==> config.mk <==
export PLATFORM = sky130hd
export DESIGN_NAME = iir_coef_loader
export DESIGN_NICKNAME = d
export VERILOG_FILES = /design/src/rtl/iir_pkg.sv /design/src/rtl/iir_coef_bank.sv /design/src/rtl/iir_coef_loader.sv
export SDC_FILE = /design/constraint.sdc
export NUM_CORES = 1
export LEC_CHECK = 0
export ABC_AREA = 1
export BUFFER_PORTS_ARGS = -buffer_cell sky130_fd_sc_hd__buf_2
export CORE_ASPECT_RATIO = 0.8
export CORE_MARGIN = 3
export CORE_UTILIZATION = 50
export CTS_BUF_LIST = sky130_fd_sc_hd__clkbuf_16
export DETAILED_ROUTE_END_ITERATION = 7
export PLACE_DENSITY = 0.79
export REMOVE_ABC_BUFFERS = 1
export SYNTH_ARGS = -nofsm -noshare
export SYNTH_HDL_FRONTEND = slang
export SYNTH_SLANG_ARGS = --single-unit
==> constraint.sdc <==
create_clock -name CLK -period 8.4 [get_ports CLK]
set_input_delay 0.84 -clock CLK [delete_from_list [all_inputs] [get_ports CLK]]
set_output_delay 0.84 -clock CLK [all_outputs]
set_load 0.03 [all_outputs]
==> src/rtl/iir_pkg.sv <==
// rtl/iir_pkg.sv - shared constants, loader state and default-word helpers for the IIR cascade
package iir_pkg;

   localparam int COEFS_PER_SOS = 6;
   localparam int IDX_SCALE     = 0;
   localparam int IDX_B0        = 1;
   localparam int IDX_B1        = 2;
   localparam int IDX_B2        = 3;
   localparam int IDX_A1        = 4;
   localparam int IDX_A2        = 5;

   typedef enum logic [1:0] {
      ST_IDLE        = 2'd0,
      ST_LOAD        = 2'd1,
      ST_COMMIT_WAIT = 2'd2
   } load_state_t;

   function automatic logic [31:0] unity(input int wfs);
      return 32'd1 << wfs;
   endfunction

   // Pass-through section: scale = b0 = 1.0, all other taps zero.
   function automatic logic [31:0] default_word(input int i, input int wfs);
      int pos;
      pos = i % COEFS_PER_SOS;
      return (pos == IDX_SCALE || pos == IDX_B0) ? unity(wfs) : 32'd0;
   endfunction

endpackage

==> src/rtl/iir_coef_bank.sv <==
// rtl/iir_coef_bank.sv - shadow/active coefficient register pair with atomic commit
module iir_coef_bank
   import iir_pkg::*;
#(
   parameter int NW  = 24,
   parameter int W   = 16,
   parameter int WFS = 11,
   parameter int IW  = 5
) (
   input  logic              CLK,
   input  logic              nReset,
   input  logic              we,
   input  logic [IW-1:0]     addr,
   input  logic [W-1:0]      data,
   input  logic              commit_en,
   output logic [NW*W-1:0]   coef_active
);

   logic [W-1:0] shadow [NW];

   always_ff @(posedge CLK) begin
      if (!nReset) begin
         for (int i = 0; i < NW; i++) begin
            shadow[i]              <= '0;
            coef_active[i*W +: W]  <= W'(default_word(i, WFS));
         end
      end else begin
         for (int i = 0; i < NW; i++) begin
            if (we && addr == IW'(i))
               shadow[i] <= data;
            // Whole bank moves in one edge so the filter never sees a partial set.
            if (commit_en)
               coef_active[i*W +: W] <= shadow[i];
         end
      end
   end

endmodule

==> src/rtl/iir_coef_loader.sv <==
// rtl/iir_coef_loader.sv - framed coefficient stream loader; IIR_COEF_READBACK_EN adds a read port
module iir_coef_loader
   import iir_pkg::*;
#(
   parameter int NUMBER = 4,
   parameter int WIS    = 5,
   parameter int WFS    = 11,
   parameter int K      = COEFS_PER_SOS,
   localparam int W     = WIS + WFS,
   localparam int NW    = NUMBER * K,
   localparam int IW    = (NW > 1) ? $clog2(NW) : 1
) (
   input  logic              CLK,
   input  logic              nReset,
   input  logic              CE,
   input  logic              s_valid,
   output logic              s_ready,
   input  logic [W-1:0]      s_data,
   input  logic              s_first,
   input  logic              s_last,
   output logic [NW*W-1:0]   coef_active,
   output logic              busy,
   output logic              commit,
   output logic              frame_err
`ifdef IIR_COEF_READBACK_EN
   ,
   input  logic              rd_en,
   input  logic [IW-1:0]     rd_addr,
   output logic [W-1:0]      rd_data
`endif
);

   load_state_t   state;
   logic [IW-1:0] idx;
   logic          xfer;
   logic [IW-1:0] word_pos;
   logic          at_end;
   logic          bank_we;
   logic          commit_en;

   always_comb begin
      xfer      = s_valid & s_ready;
      word_pos  = s_first ? '0 : idx;
      at_end    = (word_pos == IW'(NW - 1));
      bank_we   = xfer && (s_first || state == ST_LOAD);
      commit_en = (state == ST_COMMIT_WAIT) && CE;
   end

   always_ff @(posedge CLK) begin
      if (!nReset) begin
         state     <= ST_IDLE;
         idx       <= '0;
         s_ready   <= 1'b1;
         busy      <= 1'b0;
         commit    <= 1'b0;
         frame_err <= 1'b0;
      end else begin
         commit    <= 1'b0;
         frame_err <= 1'b0;
         case (state)
            ST_IDLE, ST_LOAD: begin
               if (xfer) begin
                  if (!s_first && state == ST_IDLE) begin
                     frame_err <= 1'b1;
                  end else if (s_last && at_end) begin
                     state   <= ST_COMMIT_WAIT;
                     s_ready <= 1'b0;
                     busy    <= 1'b1;
                  end else if (s_last || at_end) begin
                     // Short or long frame: drop it, active bank stays as it was.
                     frame_err <= 1'b1;
                     state     <= ST_IDLE;
                     busy      <= 1'b0;
                     idx       <= '0;
                  end else begin
                     state <= ST_LOAD;
                     busy  <= 1'b1;
                     idx   <= word_pos + IW'(1);
                  end
               end
            end
            ST_COMMIT_WAIT: begin
               if (CE) begin
                  commit  <= 1'b1;
                  state   <= ST_IDLE;
                  s_ready <= 1'b1;
                  busy    <= 1'b0;
                  idx     <= '0;
               end
            end
            default: begin
               state   <= ST_IDLE;
               s_ready <= 1'b1;
               busy    <= 1'b0;
               idx     <= '0;
            end
         endcase
      end
   end

   iir_coef_bank #(
      .NW  (NW),
      .W   (W),
      .WFS (WFS),
      .IW  (IW)
   ) u_bank (
      .CLK         (CLK),
      .nReset      (nReset),
      .we          (bank_we),
      .addr        (word_pos),
      .data        (s_data),
      .commit_en   (commit_en),
      .coef_active (coef_active)
   );

`ifdef IIR_COEF_READBACK_EN
   logic [W-1:0] rd_next;

   always_comb begin
      rd_next = '0;
      for (int i = 0; i < NW; i++)
         if (rd_addr == IW'(i))
            rd_next = coef_active[i*W +: W];
   end

   always_ff @(posedge CLK) begin
      if (!nReset)
         rd_data <= '0;
      else if (rd_en)
         rd_data <= rd_next;
   end
`endif

endmodule

==> impl_metrics.tcl, run 1 <==
set metrics [dict create \
    wire_per_inst_um 19.78 \
    crit_path_start "state[1]$_SDFFE_PN0P_" \
    start_util 0.5083 \
    clock_latency_ps 600 \
    die_x_um 268.2 \
    skew_ps 18.41 \
    grt_antenna_before_repair 4 \
    synth-async-reset-ratio 0 \
    die_y_um 215.8 \
    leakagePower_nw 12.42 \
    fmax_ghz 0.2721 \
    final_util 0.5935 \
    synth_top_area_share 0.4193 \
    synth.distinct_cells 28 \
    synthesis.area_sq_um 27500 \
    routed_via_density 5.331 \
    p_per_area_nw_per_um2 233.0 \
    ctsResizeCount 0 \
    hp-class "flip-flop to flip-flop" \
    yosysWarnings 0 \
    worstHoldStart "u_bank.shadow[12][11]$_SDFFCE_PN0P_" \
    worstSetupPathType "flip-flop to flip-flop" \
    internal_power_mw 5.856 \
    regToRegStartpoint "state[1]$_SDFFE_PN0P_" \
    drv_cap 0 \
    dpl_cell_area_sq_um 29790 \
    cp_max_fo 186 \
    synth_commonest_cells "838 x nand2_1, 395 x dfxtp_1, 384 x edfxtp_1" \
    drtAntennaViolNets 0 \
    dp_hpwl_um 44130 \
    syn_avg_cell_area_sq_um 10.57 \
    switching_share 0.2174 \
    post_cts_buffers 0 \
    row_count 76 \
    dr.first_iter.drc_count 1681 \
    ys_ff_latch 779 \
    finalSetupViolations 0 \
    dp_cells 3550 \
    grt_pass1_wl_um 109700 \
    hold_viol_final 0 \
    arrival_ps 4180 \
    synth_area_leader_cell "edfxtp_1" \
    drc 0 \
    cts_hold_buf 0 \
    fin_crit_ps 3675 \
    cts_root_buf "clkbuf_16" \
    syn_to_final_growth_pct 16.75 \
    wl_met1_um 29550 \
    met2_length_um 34660 \
    crit_family "buffers and inverters" \
    top_layer "met5" \
    fin_crit_sh 0.4375 \
    slew_violations 0 \
    cpPeakStageDelay_ps 920 \
    clk_pin_slew_ps 70 \
    yosys.cell_count.top_type "nand2_1" \
    dieArea_sq_um 57880 \
    cp.required_ps 8900 \
    overflow 0 \
    wl_um 72970 \
    nNetsFinal 2956 \
    grt_setup_unrepaired "false" \
    startpoint_type "flip-flop" \
    outcome "finished, final reports clean" \
    gp_congestion 0.8102 \
    tritoncts "done" \
    totalPowerFinal_mw 7.483 \
    crit_chain "nand3_4 > inv_8 > buf_12 > nand2_1 > a21oi_1" \
    first_global_vias 19020 \
    p_comb_frac 0.026 \
    synth_edf_count 384 \
    max-slew-margin-rel 0.1382 \
    crit_buf_inv 2 \
    cts_buffers 76 \
    synth-main-ff-cell "dfxtp_1" \
    seq_area_frac_synth 0.7068 \
    syn_inst 2601 \
    wl_met3_um 6150 \
    worst_slew_pin_slew_ps 1293 \
    stdcell_count 3688 \
    cts_buffer_depth 3 \
    synthTopCellsByArea "edfxtp_1 42%, dfxtp_1 29%, nand2_1 11%" \
    core_area_sq_um 54110 \
    portBuffers 409 \
    clock-sinks 779 \
    layout-drive-gt1-share 0.2224 \
    setup_tns_ps 0 \
    crit_slowest_cell "inv_8" \
    final_cell_area_sq_um 32110 \
    gr-usage-all-layers 0.2487 \
    drtPass1Iterations 5 \
    io_pins 410 \
    vdd_drop_max_mv 0.1539 \
    end_kind "flip-flop" \
    seqPwrFrac 0.549 \
    vias 19660 \
    h-tree-depth 3 \
    p_clk_frac 0.424 \
    grt_max_degree 231 \
    netSwitchingPower_mw 1.627 \
]
kinds of logic after synthesis:
logic type,Yosys count,share of synthesized area
fa+ha+maj,8,0.003639
simple gates,1190,0.1788
buf+inv,231,0.03849
flops,779,0.7068
compound gates,393,0.07233
worst paths after layout:
kind,end,cells after the start,slack [ps]
worst max register to register,u_bank.coef_active[228]$_SDFFE_PN0P_,5,4720
worst max-delay path,u_bank.coef_active[228]$_SDFFE_PN0P_,5,4720
worst min register to register,u_bank.coef_active[203]$_SDFFE_PN1P_,2,440
worst min-delay path,u_bank.coef_active[203]$_SDFFE_PN1P_,2,440
area by class of cell:
cell class | instances | area (sq um)
fill | 4268 | 22000
sequential | 779 | 19440
multi-input combinational | 1591 | 7067
timing repair buffer | 420 | 2170
clock buffer | 78 | 1952
tap | 702 | 878.3
clock inverter | 59 | 366.6
inverter | 58 | 236.5
antenna | 1 | 2.502
state kept, by name (all words and copies together), names as in the netlist:
register and count:
u_bank.coef_active 384, u_bank.shadow 384, idx 5, state 2, busy 1, commit 1
frame_err 1, s_ready 1
metal layers:
layer,vias up,GRT usage
li1,9165,-
met1,9450,0.3321
met2,875,0.4048
met5,-,0
met4,2,0.08939
met3,168,0.05095
power groups by stage:
stage / Sequential (mW) / Combinational, mW / Clock [mW]
after floorplan: 4.18 / 0.104 / 0
after global placement: 4.19 / 0.193 / 0
after detailed placement: 4.19 / 0.198 / 0
after CTS: 4.11 / 0.199 / 3.22
after global routing: 4.12 / 0.213 / 3.39
final: 4.11 / 0.198 / 3.18
cell usage in the layout (no fill, tap or decap), drive strengths merged:
master	n
clkbuf	78
nand2	843
ha	8
clkinvlp	5
diode	1
o21ai	15
nor2	314
nor4	1
clkinv	31
nand3	31
bufinv	2
dfxtp	395
a21oi	378
edfxtp	384
inv	79
nor3	1
buf	420
stage by stage:
stage          hold WS (ps)  worst slack [ps]
6_report              442.6              4725
5_1_grt               475.5              4381
4_1_cts               447.0              4760
3_5_place_dp          432.1              4528
3_3_place_gp          424.0              4693
2_1_floorplan         422.0             -1675
tightest hold or removal path: stages, from the launching register on:
cell and delay [ps]:
edfxtp_1 320, nand2_1 50, nand3_1 50
(Power assumes the default switching activity.)
==> inputs of run 2 (changes only) <==
Clock period 8.4 ns to 3.8 ns, I/O delays scaled along.
==> impl_metrics.tcl, run 2 (synthesized netlist as in run 1, its figures left out) <==
set metrics [dict create \
    ctsResizeCount 0 \
    io_pins 410 \
    setup_tns_ps 0 \
    slew_violations 0 \
    fmax_ghz 0.3599 \
    grt_antenna_before_repair 2 \
    worst_slew_pin_slew_ps 1215 \
    drtPass1Iterations 7 \
    max-slew-margin-rel 0.1898 \
    start_util 0.5083 \
    switching_share 0.2150 \
    first_global_vias 19060 \
    cp_max_fo 17 \
    routed_via_density 5.352 \
    p_clk_frac 0.426 \
    hold_viol_final 0 \
    layout_common_cells "826 x nand2_1, 408 x buf_2, 395 x dfxtp_1, 384 x edfxtp_1, 377 x a21oi_1" \
    drtAntennaViolNets 0 \
    final_common_cell "nand2_1" \
    diodes 0 \
    dieArea_sq_um 57880 \
    clock-sinks 779 \
    reg.largest.list "u_bank.coef_active x384, u_bank.shadow x384, idx x5" \
    syn_to_final_growth_pct 17.30 \
    startpoint_type "flip-flop" \
    gr-usage-all-layers 0.2459 \
    nFillCells 4334 \
    cts_buffers 73 \
    clock_latency_ps 610 \
    fin_crit_ps 2779 \
    drc 0 \
    finalSetupViolations 0 \
    skew_ps 27.64 \
    p_per_area_nw_per_um2 514.8 \
    grt_max_degree 224 \
    cpPeakStageDelay_ps 600 \
    drv_cap 0 \
    cts_hold_buf 0 \
    crit_chain "inv_4 > nand2_2 > a21oi_4 > nand2_2 > clkinv_2 > nand3_2 > nand2_1" \
    grt_setup_unrepaired "false" \
    internal_power_mw 13.04 \
    vias 19810 \
    die_x_um 268.2 \
    cpMostUsedCell "nand2_2" \
    crit_buf_inv 2 \
    netSwitchingPower_mw 3.572 \
    cts_root_buf "clkbuf_16" \
    layout-drive-gt1-share 0.2281 \
    outcome "finished, final reports clean" \
    post_cts_buffers 0 \
    crit_slowest_cell "dfxtp_1" \
    wl_um 72810 \
    dp_hpwl_um 45140 \
    leakagePower_nw 12.53 \
    clk_pin_slew_ps 70 \
    cp.required_ps 3980 \
    wire_per_inst_um 19.67 \
    cts_buffer_depth 3 \
    seqCellArea_sq_um 19440 \
    end_kind "flip-flop" \
    gp_congestion 0.8364 \
    tritoncts "done" \
    grt_pass1_wl_um 108500 \
    arrival_ps 2960 \
    die_y_um 215.8 \
    hp-class "input port to flip-flop" \
    overflow 0 \
    vdd_drop_max_mv 0.4217 \
    crit_family "simple AND/OR/NAND/NOR gates" \
    nNetsFinal 2970 \
    p_comb_frac 0.027 \
    fin_crit_sh 0.7313 \
    worstSetupPathType "flip-flop to flip-flop" \
    dr.first_iter.drc_count 1748 \
    h-tree-depth 3 \
    totalPowerFinal_mw 16.61 \
    row_count 76 \
    seqPwrFrac 0.547 \
    portBuffers 409 \
    multi_input_area_sq_um 7067 \
    core_area_sq_um 54110 \
]
==> run 2: layout make-up <==
type	count	area share
Inverter	58	0.007330
Tap cell	702	0.02722
Multi-Input combinational cell	1591	0.2190
Clock inverter	55	0.01066
Sequential cell	779	0.6025
Timing Repair Buffer	437	0.07198
Clock buffer	79	0.06127
==> run 2: through the flow <==
stage               setup WS (ps)  hold WS (ps)    util  cell area, sq um  cells
floorplan                   -6008         422.0       -             26670   2428
global placement            927.8         428.5  0.5534             29940   3567
detailed placement          797.3         438.8  0.5534             29940   3567
CTS                          1021         94.03  0.5963             32260   3701
global route                841.6         128.0  0.5963             32260   3701
finish                       1021         134.2  0.5963             32260   3701
==> run 2: per-layer routing <==
| metal | global-route usage | up-vias | wire length, um | part of all wire |
|---|---|---|---|---|
| met5 | 0 | - | 34 | 0.00047 |
| met2 | 0.3976 | 912 | 34460 | 0.47 |
| met4 | 0.08485 | 4 | 2111 | 0.029 |
| met1 | 0.3310 | 9544 | 29700 | 0.41 |
| met3 | 0.05232 | 146 | 6503 | 0.089 |
| li1 | - | 9200 | - | - |
==> run 2: worst paths after layout <==
| check | from | endpoint | slack (ps) | cells after the start |
|---|---|---|---|---|
| max | state[1]$_SDFFE_PN0P_ | u_bank.shadow[10][7]$_SDFFCE_PN0P_ | 1020 | 7 |
| min | s_data[0] | u_bank.shadow[2][0]$_SDFFCE_PN0P_ | 130 | 3 |
| max reg2reg | state[1]$_SDFFE_PN0P_ | u_bank.shadow[10][7]$_SDFFCE_PN0P_ | 1020 | 7 |
| min reg2reg | u_bank.shadow[6][11]$_SDFFCE_PN0P_ | u_bank.coef_active[107]$_SDFFE_PN1P_ | 460 | 2 |
==> run 2: power groups by stage <==
stage | clock, mW | sequential, mW | combinational, mW
final | 7.07 | 9.09 | 0.448
after floorplan | 0 | 9.24 | 0.229
after CTS | 7.16 | 9.09 | 0.450
after detailed placement | 0 | 9.27 | 0.448
after global placement | 0 | 9.27 | 0.438
after global routing | 7.49 | 9.10 | 0.477
==> run 2: worst min-delay path, stage by stage <==
cell    delay (ps)
buf_2           90
inv_1           50
nor2_1          90
==> inputs of run 3 (changes only) <==
Clock period 3.8 ns to 2.79 ns, I/O delays scaled along.
==> impl_metrics.tcl, run 3 (synthesized netlist as in run 1, its figures left out) <==
set metrics [dict create \
    overflow 0 \
    end_kind "flip-flop" \
    final_cell_area_sq_um 32610 \
    p_comb_frac 0.030 \
    seqPwrFrac 0.552 \
    worst_slew_pin_slew_ps 889.8 \
    clock_latency_ps 610 \
    nNetsFinal 3015 \
    switching_share 0.2181 \
    cts_buffer_depth 3 \
    start_util 0.5083 \
    outcome "finished, final reports clean" \
    syn_to_final_growth_pct 18.57 \
    holdWs_ps 33.95 \
    dieArea_sq_um 57880 \
    fin_crit_sh 0.8879 \
    grt_max_degree 165 \
    routed_via_density 5.352 \
    p_per_area_nw_per_um2 687.0 \
    internal_power_mw 17.52 \
    startpoint_type "flip-flop" \
    first_global_vias 19210 \
    drtAntennaViolNets 0 \
    final_common_cell "nand2_1" \
    reg.largest.list "u_bank.coef_active x384, u_bank.shadow x384, idx x5" \
    final_util 0.6027 \
    io_pins 410 \
    vdd_drop_max_mv 0.4834 \
    arrival_ps 2970 \
    die_x_um 268.2 \
    vias 20060 \
    fmax_ghz 0.4037 \
    cts_buffers 73 \
    die_y_um 215.8 \
    cp.required_ps 3280 \
    drv_cap 0 \
    slew_violations 0 \
    row_count 76 \
    gp_congestion 0.8529 \
    drtPass1Iterations 6 \
    worstSetupPathType "flip-flop to flip-flop" \
    max-slew-margin-rel 0.4047 \
    wl_um 73560 \
    skew_ps 26.45 \
    hold_viol_final 0 \
    netSwitchingPower_mw 4.887 \
    fin_crit_ps 2477 \
    post_cts_buffers 0 \
    layout-drive-gt1-share 0.2355 \
    clock-sinks 779 \
    layout_common_cells "826 x nand2_1, 408 x buf_2, 395 x dfxtp_1, 384 x edfxtp_1, 377 x a21oi_1" \
    setup_ws_ps 312.7 \
    dr.first_iter.drc_count 1903 \
    grt_antenna_before_repair 8 \
    h-tree-depth 3 \
    ctsResizeCount 0 \
    wire_per_inst_um 19.63 \
    core_area_sq_um 54110 \
    dpl_cell_area_sq_um 30300 \
    cts_root_buf "clkbuf_16" \
    finalSetupViolations 0 \
    clk_pin_slew_ps 60 \
    grt_pass1_wl_um 110200 \
    stdcell_count 3748 \
    dp_cells 3606 \
    grt_setup_unrepaired "false" \
    dp_slack_ps 171.9 \
    hp-class "input port to flip-flop" \
    portBuffers 409 \
    cp_max_fo 9 \
    tritoncts "done" \
    leakagePower_nw 12.71 \
    gr-usage-all-layers 0.2487 \
    dp_hpwl_um 46670 \
    p_clk_frac 0.418 \
    drc 0 \
]
run 3: cell count changes in the layout (fill, tap and decap cells not counted), sizes merged:
cell	delta
buf	+39
bufinv	-2
clkbuf	-2
clkinv	+6
clkinvlp	-2
diode	+1
dlygate4sd3	+6
inv	+1
run 3: area by class of cell:
class	instances	area (sq um)
clock inverter	58	324.1
sequential	779	19440
multi-input combinational	1591	7067
fill	4266	21500
inverter	58	236.5
clock buffer	77	1927
timing repair buffer	482	2738
tap	702	878.3
antenna	1	2.502
run 3: through the flow:
stage / total power, mW / setup TNS, ps
3_3_place_gp: 13.25 / 0
3_5_place_dp: 13.28 / 0
6_report: 22.41 / 0
4_1_cts: 22.54 / 0
2_1_floorplan: 12.90 / -2709750
5_1_grt: 23.07 / 0
run 3: layer usage:
layer / global-route usage / share of wire
met3: 0.04696 / 0.091
met1: 0.3346 / 0.40
met2: 0.4092 / 0.48
met5: 0 / 0.00068
met4: 0.07994 / 0.029
run 3: final timing paths:
| path | cells after the start | end | startpoint | slack, ps |
|---|---|---|---|---|
| hold reg to reg | 2 | u_bank.coef_active[299]$_SDFFE_PN1P_ | u_bank.shadow[18][11]$_DFFE_PP_ | 440 |
| setup / recovery | 14 | idx[0]$_SDFFE_PN0P_ | idx[0]$_SDFFE_PN0P_ | 310 |
| setup reg to reg | 14 | idx[0]$_SDFFE_PN0P_ | idx[0]$_SDFFE_PN0P_ | 310 |
| hold / removal | 3 | u_bank.shadow[2][15]$_SDFFCE_PN0P_ | s_data[15] | 30 |
run 3: worst max-delay path, cell delays in order (launching register included):
cell and delay, ps:
dfxtp_1 330, nand2_1 120, inv_1 100, ha_1 350, inv_1 120, nor2_1 50
nand2_1 160, inv_1 80, ha_1 210, nand2_1 100, nand2_1 70, nor2_1 390
inv_1 120, nor2_1 100, nor2_1 60
run 3: power by group through the flow:
stage | registers (mW) | logic (mW) | clock network, mW
3_3_place_gp | 12.6 | 0.643 | 0
6_report | 12.4 | 0.662 | 9.37
5_1_grt | 12.4 | 0.705 | 9.98
4_1_cts | 12.4 | 0.665 | 9.51
3_5_place_dp | 12.6 | 0.659 | 0
2_1_floorplan | 12.6 | 0.312 | 0
run 3: repair_timing:
| item | 4_1_cts | 5_1_grt |
|---|---|---|
| endpoints found under the setup margin | 0 | 0 |
| hold endpoints to repair | 8 | 0 |
| hold buffers | 6 | 0 |
